==> src/rtl/preset_timer_pkg.sv <==
// Shared encodings for the preset timer: terminal modes, direction and run state.
package preset_timer_pkg;

  localparam int unsigned MODE_W = 2;

  typedef logic [MODE_W-1:0] mode_t;

  localparam mode_t MODE_FREE    = 2'd0;
  localparam mode_t MODE_RELOAD  = 2'd1;
  localparam mode_t MODE_ONESHOT = 2'd2;

  localparam logic DIR_UP   = 1'b0;
  localparam logic DIR_DOWN = 1'b1;

  // Run state: ST_DONE is entered only on one-shot expiry and left only by preset.
  typedef enum logic {
    ST_RUN  = 1'b0,
    ST_DONE = 1'b1
  } run_state_t;

endpackage : preset_timer_pkg

==> src/rtl/preset_timer_if.sv <==
// Control and status bundle between a timer user (master) and the timer (slave).
interface preset_timer_if
  import preset_timer_pkg::*;
#(
  parameter int unsigned WIDTH      = 8,
  parameter int unsigned PRESCALE_W = 4
);

  logic                  enable;
  logic                  preset;
  logic [WIDTH-1:0]      preset_input;
  logic                  dir;
  mode_t                 mode;
  logic [PRESCALE_W-1:0] prescale_div;
  logic [WIDTH-1:0]      count_out;
  logic                  tpulse;
  logic                  running;

  modport master (
    output enable, preset, preset_input, dir, mode, prescale_div,
    input  count_out, tpulse, running
  );

  modport slave (
    input  enable, preset, preset_input, dir, mode, prescale_div,
    output count_out, tpulse, running
  );

endinterface : preset_timer_if

==> src/rtl/timer_prescaler.sv <==
// Clock prescaler: asserts tick on every (div+1)-th advancing cycle.
module timer_prescaler #(
  parameter int unsigned PRESCALE_W = 4
) (
  input  logic                  clk,
  input  logic                  reset,
  input  logic                  clear,
  input  logic                  advance,
  input  logic [PRESCALE_W-1:0] div,
  output logic                  tick
);

  logic [PRESCALE_W-1:0] pre_q;
  logic [PRESCALE_W-1:0] pre_d;

  // A div lowered below pre_q is not caught here; pre_q wraps through zero first.
  assign tick = advance && (pre_q == div);

  // Next prescaler value: clear wins, otherwise count while advancing, return to 0 on tick.
  always_comb begin
    pre_d = pre_q;
    if (clear) begin
      pre_d = '0;
    end else if (advance) begin
      pre_d = tick ? '0 : pre_q + PRESCALE_W'(1);
    end
  end

  // Prescaler register.
  always_ff @(posedge clk or posedge reset) begin
    if (reset) begin
      pre_q <= '0;
    end else begin
      pre_q <= pre_d;
    end
  end

endmodule : timer_prescaler

==> src/rtl/preset_timer.sv <==
// Parameterised preset timer: up/down count, prescaler, free-run/reload/one-shot terminal modes.
module preset_timer
  import preset_timer_pkg::*;
#(
  parameter int unsigned WIDTH      = 8,
  parameter int unsigned PRESCALE_W = 4
) (
  input  logic           clk,
  input  logic           reset,
  preset_timer_if.slave  bus
);

  logic [WIDTH-1:0] count_q, count_d;
  logic [WIDTH-1:0] reload_q, reload_d;
  logic             tpulse_q, tpulse_d;
  run_state_t       state_q, state_d;

  logic             running_c;
  logic             advance_c;
  logic             tick_c;
  logic [WIDTH-1:0] terminal_c;
  logic             at_term_c;

  assign running_c  = (state_q == ST_RUN);
  assign advance_c  = bus.enable && running_c;
  assign terminal_c = (bus.dir == DIR_DOWN) ? '0 : '1;
  assign at_term_c  = (count_q == terminal_c);

  timer_prescaler #(
    .PRESCALE_W (PRESCALE_W)
  ) u_prescaler (
    .clk     (clk),
    .reset   (reset),
    .clear   (bus.preset),
    .advance (advance_c),
    .div     (bus.prescale_div),
    .tick    (tick_c)
  );

  // Next count, reload value, pulse and run state; preset overrides any same-cycle tick.
  always_comb begin
    count_d  = count_q;
    reload_d = reload_q;
    tpulse_d = 1'b0;
    state_d  = state_q;
    if (bus.preset) begin
      count_d  = bus.preset_input;
      reload_d = bus.preset_input;
      state_d  = ST_RUN;
    end else if (tick_c) begin
      if (!at_term_c) begin
        count_d = (bus.dir == DIR_DOWN) ? count_q - WIDTH'(1) : count_q + WIDTH'(1);
      end else begin
        tpulse_d = 1'b1;
        case (bus.mode)
          MODE_RELOAD:  count_d = reload_q;
          MODE_ONESHOT: state_d = ST_DONE;
          default:      count_d = (bus.dir == DIR_DOWN) ? '1 : '0;
        endcase
      end
    end
  end

  // State registers.
  always_ff @(posedge clk or posedge reset) begin
    if (reset) begin
      count_q  <= '0;
      reload_q <= '0;
      tpulse_q <= 1'b0;
      state_q  <= ST_RUN;
    end else begin
      count_q  <= count_d;
      reload_q <= reload_d;
      tpulse_q <= tpulse_d;
      state_q  <= state_d;
    end
  end

  assign bus.count_out = count_q;
  assign bus.tpulse    = tpulse_q;
  assign bus.running   = running_c;

endmodule : preset_timer

==> src/flat_wrapper.sv <==
// flat-port wrapper written by rule: the top's interface ports become plain ports
module preset_timer_flat import preset_timer_pkg::*;
#(
  parameter int unsigned WIDTH      = 8,
  parameter int unsigned PRESCALE_W = 4
)
  (clk, reset, bus_enable, bus_preset, bus_preset_input, bus_dir, bus_mode, bus_prescale_div, bus_count_out, bus_tpulse, bus_running);
  preset_timer_if #(.WIDTH(WIDTH), .PRESCALE_W(PRESCALE_W)) bus_i ();
  input  logic clk;
  input  logic reset;
  input wire logic [$bits(bus_i.enable)-1:0] bus_enable;
  input wire logic [$bits(bus_i.preset)-1:0] bus_preset;
  input wire logic [$bits(bus_i.preset_input)-1:0] bus_preset_input;
  input wire logic [$bits(bus_i.dir)-1:0] bus_dir;
  input wire logic [$bits(bus_i.mode)-1:0] bus_mode;
  input wire logic [$bits(bus_i.prescale_div)-1:0] bus_prescale_div;
  output wire logic [$bits(bus_i.count_out)-1:0] bus_count_out;
  output wire logic [$bits(bus_i.tpulse)-1:0] bus_tpulse;
  output wire logic [$bits(bus_i.running)-1:0] bus_running;
  assign bus_i.enable = bus_enable;
  assign bus_i.preset = bus_preset;
  assign bus_i.preset_input = bus_preset_input;
  assign bus_i.dir = bus_dir;
  assign bus_i.mode = bus_mode;
  assign bus_i.prescale_div = bus_prescale_div;
  assign bus_count_out = bus_i.count_out;
  assign bus_tpulse = bus_i.tpulse;
  assign bus_running = bus_i.running;
  preset_timer #(.WIDTH(WIDTH), .PRESCALE_W(PRESCALE_W)) u_core (.clk(clk), .reset(reset), .bus(bus_i));
endmodule
==> config.mk <==
export PLATFORM = sky130hd
export DESIGN_NAME = preset_timer_flat
export DESIGN_NICKNAME = d
export VERILOG_FILES = /design/src/rtl/preset_timer_pkg.sv /design/src/rtl/preset_timer_if.sv /design/src/rtl/timer_prescaler.sv /design/src/rtl/preset_timer.sv /design/src/flat_wrapper.sv
export SDC_FILE = /design/constraint.sdc
export NUM_CORES = 1
export LEC_CHECK = 0
export CORE_MARGIN = 1.5
export CORE_UTILIZATION = 30
export DETAILED_ROUTE_END_ITERATION = 10
export PLACE_DENSITY_LB_ADDON = 0.2
export SYNTH_ARGS = -nofsm -noshare
export SYNTH_HDL_FRONTEND = slang
export SYNTH_SLANG_ARGS = --single-unit
export TNS_END_PERCENT = 100
==> constraint.sdc <==
create_clock -name clk -period 2 [get_ports clk]
set_input_delay 0.4 -clock clk [delete_from_list [all_inputs] [get_ports clk]]
set_output_delay 0.4 -clock clk [all_outputs]
set_load 0.02 [all_outputs]
==> results of run 1 <==
==> final cells by class <==
cell class	instances	area share, %
clock buffers	4	2.39
inverters	10	1.63
multi-input cells	110	41.4
flip-flops and latches	22	24.3
well taps	54	2.94
repair buffers	70	27.4
==> power breakdown <==
group / total [uW] / internal (uW) / switching (uW)
Sequential: 520 / 484 / 36.0
Clock: 331 / 176 / 155
Combinational: 483 / 264 / 218
Total: 1330 / 924 / 410
==> sequential cells by signal, summed over array words and instances, names as in the netlist <==
name and flops:
u_core.reload_q 8, u_core.state_q 1, u_core.u_prescaler.pre_q 4, u_core.bus.tpulse 1, u_core.bus.count_out 8
==> per-layer routing <==
layer  global-route usage, %  up-vias  part of all wire (%)
li1                        -      693                     -
met1                    23.7      703                    45
met2                    31.2       33                    50
met3                    1.93        6                   3.5
met4                    6.29        0                   1.9
met5                       0        -                     0
==> kinds of logic after synthesis <==
family	count (synthesis)	share of synthesized area [%]
flops	22	37.7
simple gates	42	15.1
compound gates	43	24.6
xor+xnor	10	6.00
buf+inv	14	3.86
fa+ha+maj	8	7.38
mux	7	5.32
==> layout by cell type (no fill, tap or decap), drive strengths merged, types with 3 or more instances in the layout <==
cell / n
buf: 43
clkdlybuf4s50: 27
dfrtp: 22
inv: 10
a211oi: 10
nand2: 9
nor2: 7
a21oi: 7
ha: 7
mux2: 6
xnor2: 6
a221o: 6
nor3: 5
nand2b: 4
nand3: 4
xor2: 4
clkbuf: 4
nor2b: 4
a211o: 3
==> through the flow <==
stage                     total power, uW  TNS, ns  utilization [%]  area (um2)
final                                1330  -0.0455             49.0        2300
after global routing                 1410   -0.648             49.0        2300
after CTS                            1340  -0.0835             48.1        2260
after detailed placement              979    -6.08             45.1        2120
after global placement                969    -5.63             45.1        2120
after floorplan                       761  -0.0233                -        1530
==> critical path: cells and delay by family, from the launching register on <==
kind	cells	cell delay (ns)
adder cells (fa/ha/maj)	1	0.27
AO/OA/AOI/OAI	3	0.81
flip-flops	1	0.43
AND/OR/NAND/NOR	2	0.40
==> worst paths after layout <==
kind	from	endpoint	slack, ns	depth (start not counted)
max	u_core.bus.count_out[3]	u_core.bus.count_out[0]	-0.03	6
min reg2reg	u_core.reload_q[6]	u_core.reload_q[6]	0.53	1
min	reset	u_core.reload_q[1]	0.46	3
max reg2reg	u_core.bus.count_out[3]	u_core.bus.count_out[0]	-0.03	6
max in group asynchronous	reset	u_core.bus.count_out[5]	1.29	3
min in group clk	u_core.reload_q[6]	u_core.reload_q[6]	0.53	1
==> what timing repair did <==
item,CTS,global route
resized for setup,12,4
buffers inserted,5,3
hold buffers,0,0
pin swaps,9,2
gates cloned,1,0
setup endpoints to repair,10,8
==> summary.md, run 1 <==
| Metric | Value |
|---|---|
| Share of post-route cells with drive strength above 1 | `a little over a third` |
| DR iter-0 viols | `65` |
| Detailed Routing Iterations Pass 1 | `4` |
| Pre-CTS setup slack | `-0.708 ns` |
| Synth Warn # | `0` |
| Port Buffer Count | `28` |
| CTS tree | `yes` |
| CP endpoint kind | `flip-flop` |
| Total wire length | `between 4 and 5 mm` |
| Sinks on the clock net | `22` |
| Synth cell types | `44` |
| Rel. slew slack | `approximately three quarters` |
| Top-count cell post-synth | `dfrtp_1` |
| Min Tclk post-route | `2.03 ns` |
| Routed vias | `between 1000 and 1500` |
| Post-Syn Nets | `173` |
| Commonest cells in the synthesized netlist | `dfrtp_1 (22), inv_1 (10), nand2_1 (9)` |
| Initial core utilization | `between 30% and 40%` |
| Worst min path class | `primary input to asynchronous set/reset pin` |
| Wirelength per Cell | `16.1 um` |
| Initial antenna violation count | `0` |
| Core area | `around 4700 um2` |
| Skew-Pair Late Insertion Delay | `0.27 ns` |
| Layout area overhead | `57.7%` |
| Clock tree buffer depth | `2` |
| Clock Pin Slew Worst Setup and Hold Paths | `approximately 0.08 ns` |
| Leak pwr | `0.000980 uW` |
| Crit path kind | `flip-flop to flip-flop` |
| CTS root buf | `clkbuf_8` |
| Req. time, crit path | `2.16 ns` |
| Drt drc | `0` |
| Rows | `25` |
| Dominant cells by area after synthesis | `dfrtp_1 (38%), ha_1 (6.0%), mux2_2 (4.6%)` |
| Global-route wire length before repair | `approximately 7.3 mm` |
| I/O pin count | `29` |
| Register area | `558 um2` |
| Final hold slack | `roughly 0.46 ns` |
| Multi-input gate area in the final layout | `953 um2` |
| Worst path cell trace | `ha_4 > nand4_1 > a211oi_4 > o221ai_1 > and3_1 > o41ai_2` |
| Hold Fails Final Rpt | `0` |
| Worst Skew | `0.00254 ns` |
| Gpl congestion | `~0.9` |
| Failing checks | `negative setup slack` |
| Fin nets | `between 200 and 250` |
| DR vias/cell | `between 5 and 6` |
| CP max stage cell | `dfrtp_2` |
| Total track usage | `a little under a fifth` |
| Post-synth EDFFs | `0` |
| Die Y | `just over 70 um` |
| Cell Area, Synth | `1460 um2` |
| TritonCTS Buffers | `3` |
| Detail Route Antenna Nets | `0` |
| Diode count | `0` |
| Post-Place Cells | `between 200 and 300` |
| Max-slew violation count | `0` |
| Tcrit/Tclk final | `101%` |
| Post-route insts no fill | `270` |
| Vias in the first global route | `~1500` |
| FMAX | `about 500 MHz` |
| Main synth FF type | `dfrtp_1` |
| H-tree Lvls | `1` |
| Critical path peak fanout | `6` |
| Die Width | `between 70 and 80 um` |
| Gr ovfl total | `0` |
| Startpoint types | `flip-flop` |
| WP data arrival | `approximately 2.2 ns` |
| HPWL Detailed | `3.17 mm` |
| Mean Syn Cell Area | `around 10 um2` |
| Status | `finished with violations` |
| Worst Max-Slew Pin Slew | `0.397 ns` |
| Max Cap Viol | `0` |
| Largest net degree at the start of global routing | `24` |
| Register area share after synthesis | `between 30 and 40%` |
| Max incr delay on CP | `~0.43 ns` |
| Largest area contributor in the netlist | `dfrtp_1` |
| DIE AREA | `between 5000 and 6000 um2` |
| RSZ-0062 raised after global routing | `true` |
| Post-Synthesis Cells | `approximately 150` |
| Final worst setup slack | `-0.0250 ns` |
| Pwr dens | `just under 600 nW/um2` |
| Worst VDD drop | `about 0.00027 V` |
| Area share of the largest cell type after synthesis | `between 30% and 40%` |
| Fill count | `~430` |
| Flops & latches, synth | `22` |
| Final setup violation count | `2` |
| Ys async rst share | `100%` |
(Power assumes the default switching activity.)
==> run 2: changes to the inputs <==
- CORE_MARGIN: 1.5 -> not set
==> summary.md, run 2 (synthesis results as in run 1) <==
| Metric | Value |
|---|---|
| Gpl congestion | `0.854 (-3.3%)` |
| Req. time, crit path | `2.15 ns (about the same)` |
| Tcrit/Tclk final | `105% (+4.0 points)` |
| Detailed Routing Iterations Pass 1 | `4 (unchanged)` |
| Worst Skew | `0.00244 ns (-0.000102 ns)` |
| Rel. slew slack | `49.3% (-24 points)` |
| Skew-Pair Late Insertion Delay | `0.27 ns (about the same)` |
| Initial antenna violation count | `0 (unchanged)` |
| Max Cap Viol | `0 (unchanged)` |
| Worst VDD drop | `0.000263 V (-1.2%)` |
| Register area | `558 um2 (unchanged)` |
| Die Y | `71.7 um (-1.4%)` |
| Core area | `4690 um2 (unchanged)` |
| Clock tree buffer depth | `2 (unchanged)` |
| I/O pin count | `29 (unchanged)` |
| Min Tclk post-route | `2.10 ns (+0.0792 ns)` |
| Commonest non-fill, non-tap cells in the layout | `buf_4 (35), clkdlybuf4s50_1 (27), dfrtp_1 (16)` |
| Clk network pwr share | `24.6% (-0.2 points)` |
| Fill count | `426 (-0.23%)` |
| Total power draw | `1340 uW (+0.60%)` |
| Final setup violation count | `6 (+4)` |
| Total track usage | `18.0% (-0.20 points)` |
| Pwr dens | `578 nW/um2 (-0.32%)` |
| DR vias/cell | `5.36 (+0.94%)` |
| Worst Max-Slew Pin Slew | `0.758 ns (+0.361 ns)` |
| Fin nets | `240 (-1.6%)` |
| Vias in the first global route | `1494 (+0.81%)` |
| Switching part of the total | `31.1% (+0.35 points)` |
| Wirelength per Cell | `16.1 um (+0.24%)` |
| Comb power frac | `36.6% (+0.4 points)` |
| Layout area overhead | `59.2%` |
| FMAX | `475 MHz (-3.8%)` |
| DR iter-0 viols | `89 (+37%)` |
| WP data arrival | `2.26 ns (+0.07 ns)` |
| Leak pwr | `0.000964 uW (-1.6%)` |
| Clock Pin Slew Worst Setup and Hold Paths | `0.08 ns (about the same)` |
| HPWL Detailed | `3.07 mm (-3.1%)` |
| Startpoint types | `flip-flop` |
| Hold Fails Final Rpt | `0 (unchanged)` |
| Share of post-route cells with drive strength above 1 | `38.7% (+2.1 points)` |
| Largest net degree at the start of global routing | `24 (unchanged)` |
| Detail Route Antenna Nets | `0 (unchanged)` |
| CP endpoint kind | `flip-flop` |
| Drt drc | `0 (unchanged)` |
| Final worst setup slack | `-0.104 ns (-0.0792 ns)` |
| Post-CTS Hold Buffers | `0 (unchanged)` |
| Port Buffer Count | `28 (unchanged)` |
| Failing checks | `negative setup slack` |
| Worst min path class | `primary input to asynchronous set/reset pin` |
| Gr ovfl total | `0 (unchanged)` |
| Total wire length | `4.29 mm (-1.2%)` |
| Part of the power in registers | `38.9% (about the same)` |
| Initial core utilization | `31.1% (unchanged)` |
| Critical path peak fanout | `4 (-2)` |
| Die Width | `71.7 um (-1.4%)` |
| Pint | `925 uW (about the same)` |
| RSZ-0062 raised after global routing | `true` |
| Psw | `417 uW (+1.7%)` |
| Most common cell after layout, fill and taps aside | `buf_4` |
| Rows | `25 (unchanged)` |
| Reg2reg path depth | `7 (+1)` |
| Global-route wire length before repair | `7.27 mm (-0.94%)` |
| Max-slew violation count | `0 (unchanged)` |
| Crit path kind | `flip-flop to flip-flop` |
| Sinks on the clock net | `22 (unchanged)` |
| DIE AREA | `5150 um2 (-2.7%)` |
| Diode count | `0 (unchanged)` |
| CTS root buf | `clkbuf_8` |
| CTS tree | `yes` |
| Post-Place Cells | `253 (-1.6%)` |
| Post-route insts no fill | `266 (-1.5%)` |
| Status | `finished with violations` |
| H-tree Lvls | `1 (unchanged)` |
| Multi-input gate area in the final layout | `1000 um2 (+5.0%)` |
| Routed vias | `1427 (-0.56%)` |
| TritonCTS Buffers | `3 (unchanged)` |
[run 2: changes by cell type in the layout (fill, tap and decap cells not counted), sizes merged]
cell / before / now
buf: 43 / 39
[run 2: per-layer routing]
layer  GRT usage [%]  part of all wire (%)  vias up  wire, um
met5               0                     0        -         0
met4            3.92                   1.2        0        50
met3            1.97                   3.4        6       145
met2            30.1                    50       30      2150
met1            25.1                    45      704      1940
li1                -                     -      687         -
[run 2: timing repair]
action / in CTS / in global routing
resized for setup: 9 / 16
setup buffers: 4 / 4
setup endpoints to repair: 10 / 8
pin swaps: 9 / 11
cloned: 1 / 0
[run 2: worst paths after layout]
check / slack [ns] / from / to
max: -0.10 / u_core.bus.count_out[4] / u_core.bus.count_out[5]
min: 0.46 / reset / u_core.reload_q[2]
max reg2reg: -0.10 / u_core.bus.count_out[4] / u_core.bus.count_out[5]
min reg2reg: 0.54 / u_core.reload_q[1] / u_core.reload_q[1]
max in group asynchronous: 1.28 / reset / u_core.bus.count_out[0]
min in group clk: 0.54 / u_core.reload_q[1] / u_core.reload_q[1]
[run 2: worst max-delay path, cell delays in order, from the launching register on]
cell and delay, ns:
dfrtp_2 0.43, ha_4 0.29, nand4_1 0.15, buf_4 0.17, a211o_1 0.25, a211o_1 0.25
o2111a_1 0.14, a221o_1 0.31
[run 2: cell type report]
class / count / area share, %
repair buffers: 66 / 26.0
well taps: 54 / 2.91
clock buffers: 4 / 2.37
inverters: 10 / 1.62
flip-flops and latches: 22 / 24.0
multi-input cells: 110 / 43.1
[run 2: stage by stage]
step / setup TNS [ns] / hold slack [ns] / util, % / setup slack (ns) / instance area (um2)
after global routing: -0.967 / 0.498 / 49.5 / -0.156 / 2320
after floorplan: -0.0233 / 0.389 / - / -0.0147 / 1530
after global placement: -5.48 / 0.500 / 44.5 / -0.604 / 2090
after CTS: -0.0106 / 0.474 / 47.2 / -0.0106 / 2210
after detailed placement: -5.90 / 0.498 / 44.5 / -0.653 / 2090
final: -0.406 / 0.463 / 49.5 / -0.104 / 2320
[run 2: power by group through the flow]
stage               combinational, uW  clock [uW]  sequential [uW]
global placement                  434           0              529
CTS                               465         345              519
detailed placement                442           0              529
floorplan                         215           0              546
finish                            490         330              522
global route                      535         357              527
==> run 3: changes to the inputs <==
--- a/config.mk
+++ b/config.mk
@@ -6,4 +6,6 @@
 export NUM_CORES = 1
 export LEC_CHECK = 0
+export CAP_MARGIN = 20
+export CORE_MARGIN = 2
 export CORE_UTILIZATION = 30
 export DETAILED_ROUTE_END_ITERATION = 10
==> constraint.sdc (replaced) <==
create_clock -name clk -period 2 [get_ports clk]
set_input_delay 0.5 -clock clk [delete_from_list [all_inputs] [get_ports clk]]
set_output_delay 0.5 -clock clk [all_outputs]
set_load 0.02 [all_outputs]
==> summary.md, run 3 (synthesis results as in run 1) <==
| Metric | Value |
|---|---|
| Status | `finished with violations` |
| Failing checks | `negative setup slack` |
| Layout area overhead | `66.0%` |
| Vias in the first global route | `1498 (+0.27%)` |
| Worst Max-Slew Pin Slew | `0.302 ns (-0.456 ns)` |
| Worst Setup EP | `u_core.bus.count_out[2]` |
| Share of post-route cells with drive strength above 1 | `41.3% (+2.7 points)` |
| Port Buffer Count | `28 (unchanged)` |
| Total wire length | `4.10 mm (-4.3%)` |
| Final setup violation count | `8 (+2)` |
| Drt drc | `0 (unchanged)` |
| GRT met2 Usage | `26.0% (-4.1 points)` |
| Register area | `558 um2 (unchanged)` |
| Part of the power in registers | `38.3% (-0.6 points)` |
| FMAX | `481 MHz (+1.2%)` |
| Multi-input gate area in the final layout | `982 um2 (-1.9%)` |
| Max-slew violation count | `0 (unchanged)` |
| CP endpoint kind | `flip-flop` |
| RSZ-0062 raised after global routing | `true` |
| Min Tclk post-route | `2.08 ns (-0.0255 ns)` |
| Core area | `4690 um2 (unchanged)` |
| Clock Pin Slew Worst Setup and Hold Paths | `0.09 ns (about the same)` |
| Sinks on the clock net | `22 (unchanged)` |
| Commonest non-fill, non-tap cells in the layout | `buf_4 (47), clkdlybuf4s50_1 (27), dfrtp_1 (16)` |
| Skew-Pair Late Insertion Delay | `0.27 ns (about the same)` |
| Most common cell after layout, fill and taps aside | `buf_4` |
| Final TNS setup | `-0.413 ns (-0.00659 ns)` |
| Pint | `944 uW (+2.0%)` |
| Worst Skew | `0.00668 ns (+0.00423 ns)` |
| WP data arrival | `2.23 ns (-0.03 ns)` |
| Final hold slack | `0.530 ns (+0.0669 ns)` |
| Diode count | `0 (unchanged)` |
| TritonCTS Buffers | `3 (unchanged)` |
| R2R Setup Slk | `-0.05 ns (+0.05 ns)` |
| Fin area | `2420 um2 (+4.3%)` |
| H-tree Lvls | `1 (unchanged)` |
| Reg2Reg Capture Point | `u_core.bus.count_out[2]` |
| Crit Reg-Reg Startpoint | `u_core.bus.count_out[6]` |
| Reg2reg path depth | `7 (unchanged)` |
| Tcrit/Tclk final | `104% (-1.3 points)` |
| Crit path kind | `primary input to flip-flop` |
| Worst VDD drop | `0.000273 V (+3.5%)` |
| Comb power frac | `37.1% (+0.5 points)` |
| DR iter-0 viols | `73 (-18%)` |
| Critical path peak fanout | `8 (+4)` |
| GR Util met3 | `2.33% (+0.36 points)` |
| Detailed Routing Iterations Pass 1 | `4 (unchanged)` |
| Final worst setup slack | `-0.0788 ns (+0.0255 ns)` |
| Leak pwr | `0.00104 uW (+7.4%)` |
| Rows | `25 (unchanged)` |
| Die Y | `73.7 um (+2.8%)` |
| Initial antenna violation count | `0 (unchanged)` |
| Gpl congestion | `0.795 (-6.9%)` |
| Rel. slew slack | `79.9% (+31 points)` |
| Most crowded layer after global routing | `met2` |
| Total track usage | `16.8% (-1.1 points)` |
| Max Cap Viol | `0 (unchanged)` |
| Hold Fails Final Rpt | `0 (unchanged)` |
| Global-route wire length before repair | `6.97 mm (-4.2%)` |
| Die Width | `73.7 um (+2.8%)` |
| Req. time, crit path | `2.15 ns (about the same)` |
| Post-route insts no fill | `279 (+4.9%)` |
| GR Util met1 | `23.6% (-1.5 points)` |
| Fill count | `430 (+0.94%)` |
| Initial core utilization | `31.1% (unchanged)` |
| Clock tree buffer depth | `2 (unchanged)` |
| Post-CTS Hold Buffers | `0 (unchanged)` |
| Post-Place Cells | `262 (+3.6%)` |
| DIE AREA | `5440 um2 (+5.7%)` |
| DR vias/cell | `5.19 (-3.3%)` |
| Largest net degree at the start of global routing | `24 (unchanged)` |
| CTS root buf | `clkbuf_8` |
| Routed vias | `1448 (+1.5%)` |
| Worst min path class | `flip-flop to flip-flop` |
| Fin nets | `253 (+5.4%)` |
| Gr ovfl total | `0 (unchanged)` |
| HPWL Detailed | `2.96 mm (-3.8%)` |
| CTS tree | `yes` |
| Clk network pwr share | `24.6% (about the same)` |
| Post-place instance area | `2140 um2 (+2.6%)` |
| Psw | `414 uW (-0.61%)` |
| CP startpoint | `bus_dir` |
| I/O pin count | `29 (unchanged)` |
| Startpoint types | `primary input` |
| Pwr dens | `561 nW/um2 (-3.0%)` |
| Switching part of the total | `30.5% (-0.56 points)` |
| Wirelength per Cell | `14.7 um (-8.8%)` |
| Detail Route Antenna Nets | `0 (unchanged)` |
## run 3: metal layers
metal / up-vias / routed length, um
li1: 715 / -
met1: 706 / 1970
met2: 22 / 1950
met3: 5 / 107
met4: 0 / 69
met5: - / 0
## run 3: layout make-up
| type | count | share of cell area, % |
|---|---|---|
| inverter | 10 | 1.55 |
| timing repair buffer | 79 | 29.8 |
| multi-input combinational | 110 | 40.5 |
| tap | 54 | 2.79 |
| sequential | 22 | 23.0 |
| clock buffer | 4 | 2.27 |
## run 3: worst min-delay path by stage
stage | startpoint | end | slack, ns | cells past startpoint
after floorplan | u_core.reload_q[6] | u_core.reload_q[6] | 0.48 | 1
after global placement | u_core.reload_q[4] | u_core.reload_q[4] | 0.50 | 1
after detailed placement | u_core.reload_q[2] | u_core.reload_q[2] | 0.50 | 1
after CTS | u_core.reload_q[2] | u_core.reload_q[2] | 0.54 | 1
after global routing | u_core.reload_q[4] | u_core.reload_q[4] | 0.55 | 1
final | u_core.reload_q[5] | u_core.reload_q[5] | 0.53 | 1
## run 3: worst max-delay path, cell delays in order
cell and delay, ns:
buf_12 0.11, buf_12 0.14, ha_4 0.26, nand4_1 0.14
a211o_1 0.36, buf_6 0.16, a211oi_2 0.22, a211oi_2 0.06
a221o_1 0.26
## run 3: what timing repair did
item | 4_1_cts | 5_1_grt
endpoints found under the hold margin | 0 | 0
endpoints found under the setup margin | 10 | 8
gates cloned | 1 | 0
pin swaps | 10 | 5
buffers inserted | 6 | 6
gates resized for setup | 16 | 9
## run 3: power by group through the flow
stage	Combinational [uW]	Sequential [uW]	Clock, uW
after floorplan	212	545	0
after global placement	444	527	0
after detailed placement	452	527	0
after CTS	485	521	342
after global routing	554	527	362
final	504	520	334
## run 3: per-stage QoR
| step | power [uW] | setup WS [ns] | util (%) |
|---|---|---|---|
| 3_5_place_dp | 979 | -0.764 | 45.7 |
| 5_1_grt | 1440 | -0.152 | 51.6 |
| 3_3_place_gp | 971 | -0.768 | 45.7 |
| 2_1_floorplan | 757 | -0.0229 | - |
| 4_1_cts | 1350 | -0.0839 | 49.6 |
| 6_report | 1360 | -0.0788 | 51.6 |
